**config.mk**
```make
export PLATFORM = sky130hd
export DESIGN_NAME = idct_tpose_ctrl
export DESIGN_NICKNAME = d
export VERILOG_FILES = /design/src/rtl/idct_tpose_ctrl.sv
export SDC_FILE = /design/constraint.sdc
export NUM_CORES = 1
export LEC_CHECK = 0
export ABC_CLOCK_PERIOD_IN_PS = 1380
export CORE_MARGIN = 5
export CORE_UTILIZATION = 41
export DETAILED_ROUTE_END_ITERATION = 16
export GPL_TIMING_DRIVEN = 0
export PLACE_DENSITY = 0.88
export REMOVE_ABC_BUFFERS = 1
export SYNTH_ARGS = -nofsm -noshare
export SYNTH_HDL_FRONTEND = slang
export SYNTH_SLANG_ARGS = --single-unit
```
**constraint.sdc**
```tcl
create_clock -name clk -period 1.38 [get_ports clk]
set_input_delay 0.207 -clock clk [delete_from_list [all_inputs] [get_ports clk]]
set_output_delay 0.207 -clock clk [all_outputs]
set_load 0.01 [all_outputs]
```
**src/rtl/idct_tpose_ctrl.sv**
```systemverilog
// ---------------------------------------------------------------------------
// idct_tpose_ctrl
//
// Ping-pong sequencer for the IDCT transpose buffer. This block sits between
// the row and column 1-D IDCT stages and controls an external dual-bank
// 16-bit RAM.
//
// Data flow:
//   - Row-stage coefficients arrive on a valid/ready stream. They are written
//     row-major into the current write bank.
//   - The other bank is read column-major to feed the column stage.
//   - The banks swap only when the write bank holds a complete block and the
//     read bank has been fully issued, with no read still in the pipeline.
//
// Ports:
//   clk, rst_n      rising-edge clock; asynchronous active-low reset
//   cfg_mode[1:0]   requested block size: 01 = 8x8, 00 = 4x4, 1x = 8x8
//   in_valid        row-stage beat valid
//   in_ready        controller can accept a beat
//   in_data[15:0]   row-stage coefficient
//   out_en          column stage takes a beat issued this cycle
//   out_valid       out_data valid
//   out_last        final beat of a block
//   out_data[15:0]  pass-through of ram_data_out
//   ram_wr_rd       RAM bank select: 0 = write ram1 / read ram2
//   ram_mode[1:0]   RAM block-size mode (the active mode)
//   ram_wr_addr, ram_rd_addr [5:0], ram_data_in[15:0]  RAM write/read port
//   ram_data_out[15:0]  RAM registered read data
//   blk_done        one-cycle pulse on every bank swap
//
// Build option:
//   IDCT_TPOSE_4X4_EN
//     Defined:   4x4 blocks can be selected through cfg_mode.
//     Undefined: the active mode is fixed at 8x8, and cfg_mode is ignored.
// ---------------------------------------------------------------------------
module idct_tpose_ctrl (
    input  logic        clk,
    input  logic        rst_n,
    input  logic [1:0]  cfg_mode,
    input  logic        in_valid,
    output logic        in_ready,
    input  logic [15:0] in_data,
    input  logic        out_en,
    output logic        out_valid,
    output logic        out_last,
    output logic [15:0] out_data,
    output logic        ram_wr_rd,
    output logic [1:0]  ram_mode,
    output logic [5:0]  ram_wr_addr,
    output logic [5:0]  ram_rd_addr,
    output logic [15:0] ram_data_in,
    input  logic [15:0] ram_data_out,
    output logic        blk_done
);

    // -----------------------------------------------------------------------
    // State
    // -----------------------------------------------------------------------
    logic [1:0]  mode_reg;        // active block-size mode
    logic [5:0]  wcnt_reg;        // next write index (row-major)
    logic        wfull_reg;       // write bank holds a complete block
    logic [5:0]  rcnt_reg;        // next read index (column-major order)
    logic        rfull_reg;       // read bank holds unissued beats
    logic        iss_v_reg;       // pipeline stage 1: a read was issued
    logic        iss_last_reg;    // stage 1: that issue was the block's last
    logic        out_valid_reg;   // pipeline stage 2: aligned with RAM data
    logic        out_last_reg;
    logic        wr_rd_reg;
    logic        blk_done_reg;
    logic [5:0]  wr_addr_reg;
    logic [15:0] data_in_reg;
    logic [5:0]  rd_addr_reg;

    // -----------------------------------------------------------------------
    // Mode decode
    // -----------------------------------------------------------------------
    logic       is_4x4;
    logic [5:0] last_idx;         // BLK-1 for the active mode

`ifdef IDCT_TPOSE_4X4_EN
    assign is_4x4 = (mode_reg == 2'b00);
`else
    assign is_4x4 = 1'b0;
    // cfg_mode has no function in an 8x8-only build.
    logic unused_cfg_mode;
    assign unused_cfg_mode = ^cfg_mode;
`endif

    assign last_idx = is_4x4 ? 6'd15 : 6'd63;

    // -----------------------------------------------------------------------
    // Transpose address generation
    //
    // rcnt counts through the block in column-major order. Swapping its row
    // and column fields gives the row-major address where that beat was
    // written.
    // -----------------------------------------------------------------------
    logic [5:0] tp8_addr;
    logic [5:0] rd_addr_next;

    generate
        for (genvar gi = 0; gi < 3; gi++) begin : g_tp8
            assign tp8_addr[gi + 3] = rcnt_reg[gi];
            assign tp8_addr[gi]     = rcnt_reg[gi + 3];
        end
    endgenerate

`ifdef IDCT_TPOSE_4X4_EN
    logic [5:0] tp4_addr;

    assign tp4_addr[5:4] = 2'b00;

    generate
        for (genvar gi = 0; gi < 2; gi++) begin : g_tp4
            assign tp4_addr[gi + 2] = rcnt_reg[gi];
            assign tp4_addr[gi]     = rcnt_reg[gi + 2];
        end
    endgenerate

    assign rd_addr_next = is_4x4 ? tp4_addr : tp8_addr;
`else
    assign rd_addr_next = tp8_addr;
`endif

    // -----------------------------------------------------------------------
    // Handshakes and control conditions
    // -----------------------------------------------------------------------
    logic accept;
    logic issue;
    logic w_last;
    logic r_last;
    logic swap;
    logic idle;

    assign accept = in_valid && !wfull_reg;
    assign issue  = rfull_reg && out_en;
    assign w_last = (wcnt_reg == last_idx);
    assign r_last = (rcnt_reg == last_idx);

    // Swap conditions:
    //   - A beat issued on the previous edge still has iss_v_reg set, so
    //     the swap waits at least one cycle after the final issue. The RAM
    //     read for that beat therefore completes on the old bank.
    //   - wfull_reg blocks further accepts. The final write therefore lands
    //     on the same edge as the swap, while the RAM still sees the old
    //     ram_wr_rd.
    assign swap = wfull_reg && !rfull_reg && !iss_v_reg;

    // Both banks are empty and nothing is in flight. This is the only time
    // the block size may change.
    assign idle = !wfull_reg && (wcnt_reg == 6'd0) && !rfull_reg
                  && !iss_v_reg && !out_valid_reg;

    // -----------------------------------------------------------------------
    // Control state
    // -----------------------------------------------------------------------
    always_ff @(posedge clk or negedge rst_n) begin
        if (!rst_n) begin
            mode_reg      <= 2'b01;
            wcnt_reg      <= 6'd0;
            wfull_reg     <= 1'b0;
            rcnt_reg      <= 6'd0;
            rfull_reg     <= 1'b0;
            iss_v_reg     <= 1'b0;
            iss_last_reg  <= 1'b0;
            out_valid_reg <= 1'b0;
            out_last_reg  <= 1'b0;
            wr_rd_reg     <= 1'b0;
            blk_done_reg  <= 1'b0;
        end else begin
            blk_done_reg <= 1'b0;

            // Write side: count beats of the current block.
            if (accept) begin
                if (w_last) begin
                    wcnt_reg  <= 6'd0;
                    wfull_reg <= 1'b1;
                end else begin
                    wcnt_reg <= wcnt_reg + 6'd1;
                end
            end

            // Read side: issue column-major reads while the bank has data.
            if (issue) begin
                if (r_last) begin
                    rcnt_reg  <= 6'd0;
                    rfull_reg <= 1'b0;
                end else begin
                    rcnt_reg <= rcnt_reg + 6'd1;
                end
            end

            // Two-stage issue-to-data pipeline. Stage 2 lines up with the
            // RAM's registered read data.
            iss_v_reg     <= issue;
            iss_last_reg  <= issue && r_last;
            out_valid_reg <= iss_v_reg;
            out_last_reg  <= iss_last_reg;

            // Swap is exclusive with accept (it needs wfull) and with
            // issue (it needs !rfull), so these updates cannot collide.
            if (swap) begin
                wr_rd_reg    <= ~wr_rd_reg;
                rfull_reg    <= 1'b1;
                wfull_reg    <= 1'b0;
                blk_done_reg <= 1'b1;
            end

`ifdef IDCT_TPOSE_4X4_EN
            if (idle) begin
                mode_reg <= cfg_mode[1] ? 2'b01 : cfg_mode;
            end
`endif
        end
    end

`ifndef IDCT_TPOSE_4X4_EN
    // The mode never changes in an 8x8-only build.
    logic unused_idle;
    assign unused_idle = idle;
`endif

    // -----------------------------------------------------------------------
    // RAM address/data registers
    //
    // The RAM writes on every cycle. The write address and data are held
    // between accepts, so any repeated write stores the same value again.
    // -----------------------------------------------------------------------
    always_ff @(posedge clk or negedge rst_n) begin
        if (!rst_n) begin
            wr_addr_reg <= 6'd0;
            data_in_reg <= 16'd0;
            rd_addr_reg <= 6'd0;
        end else begin
            if (accept) begin
                wr_addr_reg <= wcnt_reg;
                data_in_reg <= in_data;
            end
            if (issue) begin
                rd_addr_reg <= rd_addr_next;
            end
        end
    end

    // -----------------------------------------------------------------------
    // Outputs
    // -----------------------------------------------------------------------
    assign in_ready    = !wfull_reg;
    assign out_valid   = out_valid_reg;
    assign out_last    = out_last_reg;
    assign out_data    = ram_data_out;
    assign ram_wr_rd   = wr_rd_reg;
    assign ram_mode    = mode_reg;
    assign ram_wr_addr = wr_addr_reg;
    assign ram_rd_addr = rd_addr_reg;
    assign ram_data_in = data_in_reg;
    assign blk_done    = blk_done_reg;

endmodule
```
==> impl_metrics.xml <==
<?xml version="1.0" encoding="UTF-8"?>
<metrics>
  <group name="clock_tree">
    <metric name="cts.sinks" unit="">48</metric>
    <metric name="clk-insertion-delay-late" unit="ns">0.28</metric>
    <metric name="htreeDepth" unit="">2</metric>
    <metric name="clk_pin_slew" unit="ns">0.07</metric>
    <metric name="numCtsBuffers" unit="">5</metric>
    <metric name="buffer_levels_on_the_longest_clock_path" unit="">2</metric>
    <metric name="clock-root-buffer" unit="">clkbuf_8</metric>
    <metric name="cts_tree" unit="">yes</metric>
  </group>
  <group name="finish">
    <metric name="leading_cell_type_in_the_layout_fill_and_taps_excluded" unit="">nand2_1</metric>
    <metric name="final_net_count" unit="">284</metric>
    <metric name="syn2layout_area_growth" unit="%">29.96</metric>
    <metric name="share_of_final_layout_standard_cells_stronger_than_drive_strength_1" unit="">0.1116</metric>
    <metric name="largest_register_ffs" unit="">16</metric>
    <metric name="antenna-diode-count" unit="">0</metric>
    <metric name="final_cell_mix" unit="">nand2_1 (76), dfrtp_1 (44), dlygate4sd2_1 (23)</metric>
  </group>
  <group name="detailed_routing">
    <metric name="vias_per_cell" unit="">4.803</metric>
    <metric name="wl_met3" unit="µm">407</metric>
    <metric name="route.top_layer_used" unit="">met4</metric>
    <metric name="drt_iter0_markers" unit="">98</metric>
    <metric name="detail-route-antenna-nets" unit="">0</metric>
    <metric name="routed-via-count" unit="">1484</metric>
    <metric name="drt-wirelength-per-cell" unit="µm">14.45</metric>
    <metric name="postRouteWirelength" unit="µm">4464</metric>
    <metric name="detail_route.first_pass.iterations" unit="">4</metric>
    <metric name="met2_wirelength" unit="µm">2134</metric>
    <metric name="drc" unit="">0</metric>
    <metric name="drt_met1_wl" unit="µm">1837</metric>
  </group>
  <group name="global_routing">
    <metric name="grt_max_degree" unit="">27</metric>
    <metric name="grt_antenna_before_repair" unit="">0</metric>
    <metric name="gr_overflow_total" unit="">0</metric>
    <metric name="grt_util_all_layers" unit="">0.1438</metric>
    <metric name="grt_pass1_vias" unit="">1590</metric>
    <metric name="grt_first_pass_wirelength" unit="µm">7196</metric>
  </group>
  <group name="placed_design">
    <metric name="numPortBuffers" unit="">52</metric>
    <metric name="final_hpwl_from_detailed_placement" unit="µm">3095</metric>
    <metric name="dp_worst_setup_slack" unit="ns">-0.5516</metric>
    <metric name="gp_routability_congestion" unit="">0.8247</metric>
  </group>
  <group name="sta">
    <metric name="layout_setup_ws" unit="ns">0.08333</metric>
    <metric name="report.final.hold_viol_count" unit="">0</metric>
    <metric name="relSlewSlack" unit="">0.6023</metric>
    <metric name="finalSetupViolCount" unit="">0</metric>
    <metric name="final.setup_skew" unit="ns">0.003921</metric>
    <metric name="fmax" unit="MHz">771.2</metric>
    <metric name="grt_setup_unrepaired" unit="">true</metric>
    <metric name="hold_ws" unit="ns">0.3517</metric>
    <metric name="worstMarginPinSlew" unit="ns">0.5965</metric>
    <metric name="finalCriticalPeriod" unit="ns">1.297</metric>
    <metric name="period_share" unit="">0.9396</metric>
    <metric name="drv_slew" unit="">0</metric>
  </group>
  <group name="worst_setup_path">
    <metric name="rr_startpoint" unit="">rcnt_reg[0]</metric>
    <metric name="worstPathCellList" unit="">ha_1, nand3_1, or3_1, xnor2_1</metric>
    <metric name="endpoint_kind" unit="">flip-flop</metric>
    <metric name="r2r_cells" unit="">4</metric>
    <metric name="critPathLaunchType" unit="">flip-flop</metric>
    <metric name="timing.reg2reg.setup_slack" unit="ns">0.08</metric>
    <metric name="crit_slowest_cell" unit="">dfrtp_2</metric>
    <metric name="critical_path_required" unit="ns">1.55</metric>
    <metric name="critical_path.reg2reg.endpoint" unit="">rcnt_reg[4]</metric>
    <metric name="worst-path-max-fanout" unit="">6</metric>
    <metric name="critPathArrivalTime" unit="ns">1.46</metric>
    <metric name="slowest_delay" unit="ns">0.41</metric>
    <metric name="criticalPathCategory" unit="">flip-flop to flip-flop</metric>
  </group>
  <group name="yosys">
    <metric name="syn_avg_cell_area" unit="µm²">10.02</metric>
    <metric name="ys_ff_latch" unit="">48</metric>
    <metric name="synthCells" unit="">201</metric>
    <metric name="ys.warnings.count" unit="">2</metric>
    <metric name="seq_area_frac_synth" unit="">0.5966</metric>
    <metric name="synth.lib_cells_used.distinct" unit="">29</metric>
    <metric name="synth.cell_area" unit="mm²">0.002013</metric>
  </group>
  <group name="min_path">
    <metric name="timing.hold.worst_path_depth" unit="">0</metric>
    <metric name="worst_hold_path_type" unit="">flip-flop to flip-flop</metric>
    <metric name="hold_path_startpoint" unit="">iss_last_reg</metric>
    <metric name="min_delay_worst_endpoint" unit="">out_last</metric>
  </group>
  <group name="power_and_ir_drop">
    <metric name="powerDensity" unit="mW/mm²">1873</metric>
    <metric name="finalPower" unit="W">0.004899</metric>
    <metric name="p_leak" unit="nW">1.429</metric>
    <metric name="vdd_drop_max" unit="mV">1.074</metric>
  </group>
  <group name="job">
    <metric name="max_cap_viol_count" unit="">0</metric>
  </group>
  <group name="floorplanning">
    <metric name="coreArea" unit="mm²">0.004755</metric>
    <metric name="die_height" unit="µm">80.07</metric>
    <metric name="initial_utilization" unit="">0.4234</metric>
    <metric name="fp.dieW" unit="µm">80.07</metric>
    <metric name="boundaryPins" unit="">89</metric>
    <metric name="die_area" unit="mm²">0.006411</metric>
    <metric name="rows" unit="">25</metric>
  </group>
  <group name="run_status">
    <metric name="result_of_the_run" unit="">finished, final reports clean</metric>
  </group>
</metrics>
[report_power, final]
part	switching, W	leakage [nW]	internal, W
combinational	0.000942	0.803	0.000910
sequential	0.000402	0.589	0.00193
clock	0.000386	0.0359	0.000327
[metal layers]
layer | up-vias | global-route usage
met5 | - | 0.01818
met4 | 0 | 0.04899
met3 | 8 | 0.06951
met2 | 64 | 0.2343
met1 | 704 | 0.1635
li1 | 708 | -
[final cells by class]
cell class                      count  area [µm²]
Multi-Input combinational cell    125       663.1
Tap cell                           67       83.83
Fill cell                         436        2138
Clock buffer                        5       68.82
Sequential cell                    48        1206
Timing Repair Buffer               58       571.8
Inverter                            6       22.52
[Yosys cell counts (all sizes together)]
cell type | count | area (µm²)
xnor2 | 4 | 35.03
o31ai | 1 | 7.510
a21oi | 4 | 20.02
nand2 | 77 | 289.0
a31oi | 1 | 6.260
and4b | 1 | 10.01
xor2 | 1 | 8.760
and3 | 1 | 6.260
nand3 | 2 | 10.01
buf | 23 | 160.2
a41oi | 1 | 8.760
or3 | 2 | 12.51
nor2b | 1 | 6.260
o21ai | 6 | 30.03
mux2 | 5 | 56.30
nand2b | 2 | 12.51
conb | 1 | 3.750
a311oi | 1 | 8.760
clkbuf | 1 | 3.750
o41ai | 1 | 8.760
dfrtp | 48 | 1201
nand4 | 2 | 12.51
nor3 | 1 | 10.01
nor2 | 2 | 7.510
inv | 6 | 22.52
a21o | 3 | 22.52
o21bai | 1 | 7.510
ha | 2 | 25.02
[cells by family after synthesis]
family,Yosys count,synth area share
muxes,5,0.02797
other,1,0.001863
and+or+nand+nor,91,0.1871
AOI/OAI and AO/OA,19,0.05967
buffers and inverters,30,0.09260
xor gates and xnor gates,5,0.02175
adders and majority gates,2,0.01243
DFF,48,0.5966
[worst max-delay path, delay by kind of cell, from the launching register on]
| family | cells | cell delay [ns] |
|---|---|---|
| AND/OR/NAND/NOR | 2 | 0.45 |
| flip-flops | 1 | 0.41 |
| adder cells (fa/ha/maj) | 1 | 0.20 |
| XOR/XNOR | 1 | 0.13 |
[how the worst max path moves through the flow]
stage	from	endpoint	slack, ns	cells past startpoint
floorplan	wfull_reg	wcnt_reg[2]	-0.25	3
global placement	rst_n	ram_data_in[7]	-1.21	1
detailed placement	in_valid	wcnt_reg[3]	-0.55	4
CTS	in_valid	wcnt_reg[3]	-0.009	4
global route	rcnt_reg[0]	rcnt_reg[4]	-0.002	4
finish	rcnt_reg[0]	rcnt_reg[4]	0.08	4
[metrics by stage]
step,cell area [µm²],util,std cells,setup TNS [ns]
floorplan,1853,-,178,-2.085
global placement,2457,0.5168,297,-81.23
detailed placement,2482,0.5221,298,-11.29
CTS,2544,0.5350,304,-0.009358
global route,2616,0.5503,309,-0.001718
finish,2616,0.5503,309,0
[what timing repair did]
action	4_1_cts	5_1_grt
buffers inserted	0	4
gates resized for setup	27	18
endpoints found under the setup margin	50	16
endpoints found under the hold margin	24	0
hold buffers	1	0
cloned	0	1
Power figures use the tool's default switching activity.
